`src/rtl/mega8_alu_pkg.sv`:
```
// Shared definitions for the serial add path: FSM state encoding and default operand width.
package mega8_alu_pkg;

  localparam int DEFAULT_WIDTH = 8;

  typedef logic [1:0] state_t;

  localparam state_t S_IDLE = 2'd0;
  localparam state_t S_RUN  = 2'd1;
  localparam state_t S_DONE = 2'd2;

endpackage

```
`src/rtl/serial_adder8_fa_cell.sv`:
```
// Single-bit full adder; the only arithmetic cell of the bit-serial adder.
module fa_cell (
  input  logic a,
  input  logic b,
  input  logic cin,
  output logic s,
  output logic cout
);

  assign s    = a ^ b ^ cin;
  assign cout = (a & b) | (a & cin) | (b & cin);

endmodule

```
`src/rtl/serial_adder8.sv`:
```
// Bit-serial WIDTH-bit adder with carry-in: one bit per clock, LSB first, start/done handshake.
module serial_adder8
  import mega8_alu_pkg::*;
#(
  parameter int WIDTH = DEFAULT_WIDTH
) (
  input  logic             clk,
  input  logic             rst_n,
  input  logic             start,
  input  logic [WIDTH-1:0] a,
  input  logic [WIDTH-1:0] b,
  input  logic             cin,
  output logic             busy,
  output logic             done,
  output logic [WIDTH-1:0] sum,
  output logic             cout,
  output logic             overflow
);

  localparam int                CNT_W    = $clog2(WIDTH) + 1;
  localparam logic [CNT_W-1:0] LAST_BIT = CNT_W'(WIDTH - 1);

  state_t           state_q, state_d;
  logic [WIDTH-1:0] sa_q, sa_d;
  logic [WIDTH-1:0] sb_q, sb_d;
  logic [WIDTH-1:0] acc_q, acc_d;
  logic [WIDTH-1:0] sum_q, sum_d;
  logic [CNT_W-1:0] cnt_q, cnt_d;
  logic             carry_q, carry_d;
  logic             amsb_q, amsb_d;
  logic             bmsb_q, bmsb_d;
  logic             cout_q, cout_d;
  logic             ovf_q, ovf_d;

  logic             fa_s, fa_c;
  logic             ready, accept, last_bit;
  logic [WIDTH-1:0] acc_next;

  fa_cell u_fa (
    .a    (sa_q[0]),
    .b    (sb_q[0]),
    .cin  (carry_q),
    .s    (fa_s),
    .cout (fa_c)
  );

  // Sum bits enter at the MSB so that after WIDTH shifts bit 0 sits at acc[0].
  assign acc_next = {fa_s, acc_q[WIDTH-1:1]};
  assign ready    = (state_q == S_IDLE) || (state_q == S_DONE);
  assign accept   = ready && start;
  assign last_bit = (state_q == S_RUN) && (cnt_q == LAST_BIT);

  always_ff @(posedge clk or negedge rst_n) begin
    if (!rst_n) begin
      state_q <= S_IDLE;
      sa_q    <= '0;
      sb_q    <= '0;
      acc_q   <= '0;
      sum_q   <= '0;
      cnt_q   <= '0;
      carry_q <= 1'b0;
      amsb_q  <= 1'b0;
      bmsb_q  <= 1'b0;
      cout_q  <= 1'b0;
      ovf_q   <= 1'b0;
    end else begin
      state_q <= state_d;
      sa_q    <= sa_d;
      sb_q    <= sb_d;
      acc_q   <= acc_d;
      sum_q   <= sum_d;
      cnt_q   <= cnt_d;
      carry_q <= carry_d;
      amsb_q  <= amsb_d;
      bmsb_q  <= bmsb_d;
      cout_q  <= cout_d;
      ovf_q   <= ovf_d;
    end
  end

  always_comb begin
    state_d = state_q;
    case (state_q)
      S_IDLE:  if (start) state_d = S_RUN;
      S_RUN:   if (cnt_q == LAST_BIT) state_d = S_DONE;
      S_DONE:  state_d = start ? S_RUN : S_IDLE;
      default: state_d = S_IDLE;
    endcase
  end

  always_comb begin
    sa_d    = sa_q;
    sb_d    = sb_q;
    acc_d   = acc_q;
    sum_d   = sum_q;
    cnt_d   = cnt_q;
    carry_d = carry_q;
    amsb_d  = amsb_q;
    bmsb_d  = bmsb_q;
    cout_d  = cout_q;
    ovf_d   = ovf_q;
    if (accept) begin
      sa_d    = a;
      sb_d    = b;
      acc_d   = '0;
      cnt_d   = '0;
      carry_d = cin;
      amsb_d  = a[WIDTH-1];
      bmsb_d  = b[WIDTH-1];
    end else if (state_q == S_RUN) begin
      sa_d    = sa_q >> 1;
      sb_d    = sb_q >> 1;
      acc_d   = acc_next;
      carry_d = fa_c;
      cnt_d   = cnt_q + 1'b1;
      // Published results change only here, so they hold across later starts.
      if (last_bit) begin
        sum_d  = acc_next;
        cout_d = fa_c;
        ovf_d  = (amsb_q == bmsb_q) && (fa_s != amsb_q);
      end
    end
  end

  always_comb begin
    busy     = (state_q == S_RUN);
    done     = (state_q == S_DONE);
    sum      = sum_q;
    cout     = cout_q;
    overflow = ovf_q;
  end

endmodule

```
`config.mk`:
```
export PLATFORM = sky130hd
export DESIGN_NAME = serial_adder8
export DESIGN_NICKNAME = d
export VERILOG_FILES = /design/src/rtl/mega8_alu_pkg.sv /design/src/rtl/serial_adder8_fa_cell.sv /design/src/rtl/serial_adder8.sv
export SDC_FILE = /design/constraint.sdc
export NUM_CORES = 1
export LEC_CHECK = 0
export CAP_MARGIN = 20
export CORE_MARGIN = 2
export CORE_UTILIZATION = 51
export CTS_CLUSTER_DIAMETER = 60
export DETAILED_ROUTE_END_ITERATION = 6
export PLACE_DENSITY_LB_ADDON = 0.2
export RECOVER_POWER = 50
export SETUP_SLACK_MARGIN = 0.1
export SLEW_MARGIN = 20
export SYNTH_ARGS = -nofsm -noshare
export SYNTH_HDL_FRONTEND = slang
export SYNTH_SLANG_ARGS = --single-unit
```
`constraint.sdc`:
```
create_clock -name clk -period 2 [get_ports clk]
set_input_delay 0.4 -clock clk [delete_from_list [all_inputs] [get_ports clk]]
set_output_delay 0.4 -clock clk [all_outputs]
set_load 0.02 [all_outputs]
```
; Yosys cells after proc, flatten, opt, wreduce, memory -nomap -nowiden
; Index checks and enable logic that the tools add are counted.
; Widths: inputs -> output; s select.
[word_totals]
register_bits = 43
output_inout_bits = 12
elab_cells = 49
[classes]
add_sub_neg = 1
eq_ne = 7
muxes = 14
bitwise_logic = 8
reduce_logical = 8
[ops]
columns = operator, count
row1 = $mux 8, 6
row2 = $mux 4, 2
row3 = $pmux 2 s3, 1
row4 = $add 4x1->4 const B, 1
row5 = $eq 4x3->1 const B, 1
row6 = $mux 2, 2
row7 = $and 1x1->1, 3
row8 = $logic_and 1x1->1, 3
row9 = $mux 1, 3
row10 = $reduce_and 3->1, 1
row11 = $eq 2x1->1 const B, 1
row12 = $eq 2x2->1 const B, 1
row13 = $logic_not 2->1, 1
row14 = $ne 2x1->1 const B, 1
row15 = $ne 2x2->1 const B, 1
row16 = $or 1x1->1, 2
row17 = $reduce_and 2->1, 1
row18 = $reduce_bool 2->1, 1
row19 = $xor 1x1->1, 2
row20 = $eq 1x1->1, 1
row21 = $logic_or 1x1->1, 1
row22 = $ne 1x1->1, 1
row23 = $not 1->1, 1

; Logic depth before layout (Yosys ltp)
[depth]
ltp_word = 5
ltp_mapped = 6
mapped_depth_nobuf = 5

; Hierarchy
; Synthesis repeated with hierarchy kept, for this count alone.
[hier_totals]
hier_cells = 155
hier_area_um2 = 1800.5
[modules_own_cells]
columns = mod, instances, cells_each, area_per_inst_um2, seq_area_each_um2
row1 = serial_adder8, 1, 154, 1780.5, 1051.0
row2 = fa_cell, 1, 1, 20.0, 0.0

; Worst setup path after synthesis
; Ideal clock, no wire load.
[synth_timing]
kind = register -> register
start = register carry_q
end = register ovf_q, in the netlist overflow
setup_ns = 0.064
arrival_time_ns = 1.440
path_slack_ns = 0.496
path_stages_with_launch = 6
synth_period_minus_slack_ns = 1.504
path_cell_list = dfrtp_1 > inv_1 > fa_1 > or3_1 > nand2_1 > mux2_4
[synth_between]
elab_chain_cells = 3
[synth_lines]
columns = element, line_no
row1 = start: declaration, serial_adder8.sv:29  ; logic carry_q, carry_d;
row2 = start signal: assignment, serial_adder8.sv:73  ; carry_q <= carry_d;
row3 = $xor 1x1->1, serial_adder8_fa_cell.sv:10  ; assign s = a ^ b ^ cin;
row4 = $ne 1x1->1, serial_adder8.sv:120  ; ovf_d = (amsb_q == bmsb_q) && (fa_s != amsb_q);
row5 = $logic_and 1x1->1, serial_adder8.sv:120
row6 = end signal: assignment, serial_adder8.sv:77  ; ovf_q <= ovf_d;
row7 = end: declaration, serial_adder8.sv:33  ; logic ovf_q, ovf_d;
; No other way between the ends.
; A chain may end at the register's enable or synchronous reset.

; Worst setup path after layout
[layout_timing]
start = register state_q[1]
end = output port busy
[layout_between]
elab_chain_cells = 1
[layout_lines]
columns = element, line_no
row1 = start: declaration, serial_adder8.sv:23  ; state_t state_q, state_d;
row2 = start signal: assignment, serial_adder8.sv:67  ; state_q <= state_d;
row3 = $eq 2x1->1, serial_adder8.sv:126  ; busy = (state_q == S_RUN);
row4 = end: declaration, serial_adder8.sv:13  ; output logic busy,
; No other way between the ends.

==> run metrics <==
outcome finished clean; final slew viol count 0; TNS Setup 0 ns; Max-slew headroom between 30% and 40%; Overall Global Routing Usage between 20% and 30%; f_max ~0.56 GHz; cells along the critical path nand2b_1, inv_2, clkdlybuf4s15_1; grt total ovfl 0; Post-Syn Instances 157; critical path depth in cells 3; type of origin of the critical path flop; Netlist cell types 30; final net count around 220; ratio of cells with drive above 1 in the final layout 12.9%; Critical Path RT 1.60 ns; syn_nets roughly 180; first-pass GRT wire length 6.08 mm; FF+latch count, synth 42; CP bufs+invs 2; CTS buffer count 5; commonest non-fill, non-tap cell in the layout dfrtp_1; Synth Area per Inst 11.4 um2; Design Area, Final roughly 2200 um2; DRT Wirelength 3.43 mm; routability cong. 0.759; Leakage 0.00101 uW; drt drc 0; arrival time worst endpoint ~1.4 ns; Hold Fails Final Rpt 0; Setup Skew approximately 0.010 ns; post-DR wirelength/cell between 10 and 15 um; routed vias/inst roughly 5.3; clk_lat worst skew ~0.36 ns; Port Buffers 31; crit path launch state_q[1]$_DFFE_PN0P_; router iterations before antenna repair 4; maxcap violations 0; Area Overhead vs Synth 22.8%; RSZ-0062 raised after global routing false; Worst Path Max Fanout 3; cell area power density about 1500 nW/um2; register area share after synthesis around three fifths; worst reg2reg path startpoint state_q[0]$_DFFE_PN0P_; Final setup viols 0; dpl cell area between 2000 and 2500 um2; largest net degree at the start of global routing 43; vias between 1000 and 1500; initial core utilization between 50% and 60%; Die W roughly 63 um; number of antenna violations at the first check in global routing 0; Core Area roughly 3400 um2; min Tclk post-route roughly 1.8 ns; Final Power around 3400 uW; post-CTS setup buffers 0; Root Buffer clkbuf_4; Crit. End Element output port; clock-pin slew on the worst setup and hold paths 0.13 ns; class of the most critical setup path reg2out; Reg2Reg Setup Slack between 0.2 and 0.3 ns; final period utilization 90.0%; vias in the first global route ~1300; synth warn 0; antenna-violating nets left 0; CP peak stage delay 0.41 ns; deepest clock path buffer count 2; worst r2r dst carry_q$_DFFE_PN0P_; R2R depth 5; Die ar. around 4000 um2; CTS tree yes; commonest non-fill, non-tap cells in the layout dfrtp_1, nand2_1, clkdlybuf4s50_1; dpl hpwl ~2.4 mm; num rows 21; Crit-path slowest cell dfrtp_1; crit path capture busy; number of diodes 0; delay-heaviest family, CP buffers and inverters; DR iter-0 viols 74; Mapped Area 1790 um2; Tightest Pin Transition about 1.0 ns; hold crit path type reg2reg; DIE HEIGHT around 63 um; worst vdd rail ir drop 0.940 mV; Top Ports 32; H-tree Lvls 2; clock sinks 42
[how the worst min path moves through the flow]
stage,from,slack (ns),cells past startpoint,to
final,amsb_q$_DFFE_PN0P_,0.52,2,amsb_q$_DFFE_PN0P_
after global routing,acc_q[1]$_DFFE_PN0P_,0.53,1,acc_q[1]$_DFFE_PN0P_
after CTS,rst_n,0.51,3,overflow$_DFFE_PN0P_
after detailed placement,rst_n,0.39,2,sum[7]$_DFFE_PN0P_
after floorplan,rst_n,0.10,0,acc_q[1]$_DFFE_PN0P_
after global placement,rst_n,0.39,2,cout$_DFFE_PN0P_
[flip-flops by register name (all words and copies together) (netlist names)]
signal / cells
sum: 8
amsb_q: 1
cnt_q: 4
overflow: 1
state_q: 2
cout: 1
sb_q: 8
carry_q: 1
sa_q: 8
acc_q: 7
bmsb_q: 1
[cell type report]
class                      instances  area (um2)
tap                               46        57.6
inverter                           6        22.5
fill                             290        1160
multi-input combinational         99         653
sequential                        42        1050
clock inverter                     3        21.3
clock buffer                       5        37.5
timing repair buffer              39         358
[routing by layer]
metal	share of wire, %	wire length [um]	global-route usage, %
met1	46	1570	24.6
met2	48	1640	33.1
met3	3.9	134	4.82
met4	2.4	82	10.6
met5	0	0	0
[worst register-to-register path, stage by stage (launching register included)]
cell and delay [ns]:
dfrtp_1 0.43, nand2b_1 0.19, inv_2 0.07, buf_4 0.18, nor2_1 0.58, a221o_1 0.25
[synth_stat cells (all sizes together)]
library cell,n,area (um2)
a221o,3,30.0
a22o,9,78.8
a22oi,3,22.5
a31oi,9,56.3
and2b,1,7.51
buf,8,57.6
clkbuf,2,7.51
dfrtp,42,1050
fa,1,20.0
ha,1,12.5
inv,6,22.5
mux2,8,116
mux2i,3,30.0
nand2,31,116
nand2b,2,12.5
nand3,5,25.0
nand3b,1,7.51
nand4,1,6.26
nor2,12,45.0
nor2b,1,6.26
nor3,3,26.3
o21ai,2,10.0
o2bb2ai,1,8.76
or3,1,6.26
xor2,1,8.76
[power breakdown]
group	switching, uW	internal [uW]	total (uW)
clock network	283	137	420
logic	757	720	1480
registers	243	1230	1470
[repair_timing]
| item | 4_1_cts | 5_1_grt |
|---|---|---|
| pin swaps | 0 | 0 |
| hold buffers | 1 | 0 |
| gates resized for setup | 2 | 1 |
| hold endpoints to repair | 42 | 0 |
| endpoints found under the setup margin | 2 | 1 |
[cell families (layout without fill, tap and decap cells)]
family / after synthesis / after routing / share of synthesized area, %
AOI/OAI and AO/OA: 27 / 27 / 11.5
muxes: 11 / 11 / 8.17
buffers and inverters: 16 / 53 / 4.89
adders and majority gates: 2 / 2 / 1.82
xor gates and xnor gates: 1 / 1 / 0.489
DFF: 42 / 42 / 58.7
and+or+nand+nor: 58 / 58 / 14.5
[metrics by stage]
step	hold slack (ns)	utilization (%)	cells	setup WS, ns
detailed placement	0.389	64.1	231	0.155
floorplan	0.104	-	157	0.496
finish	0.520	65.4	240	0.201
global placement	0.388	64.1	231	0.167
CTS	0.510	66.0	240	0.153
global route	0.533	65.4	240	0.105
(Power assumes the default switching activity.)
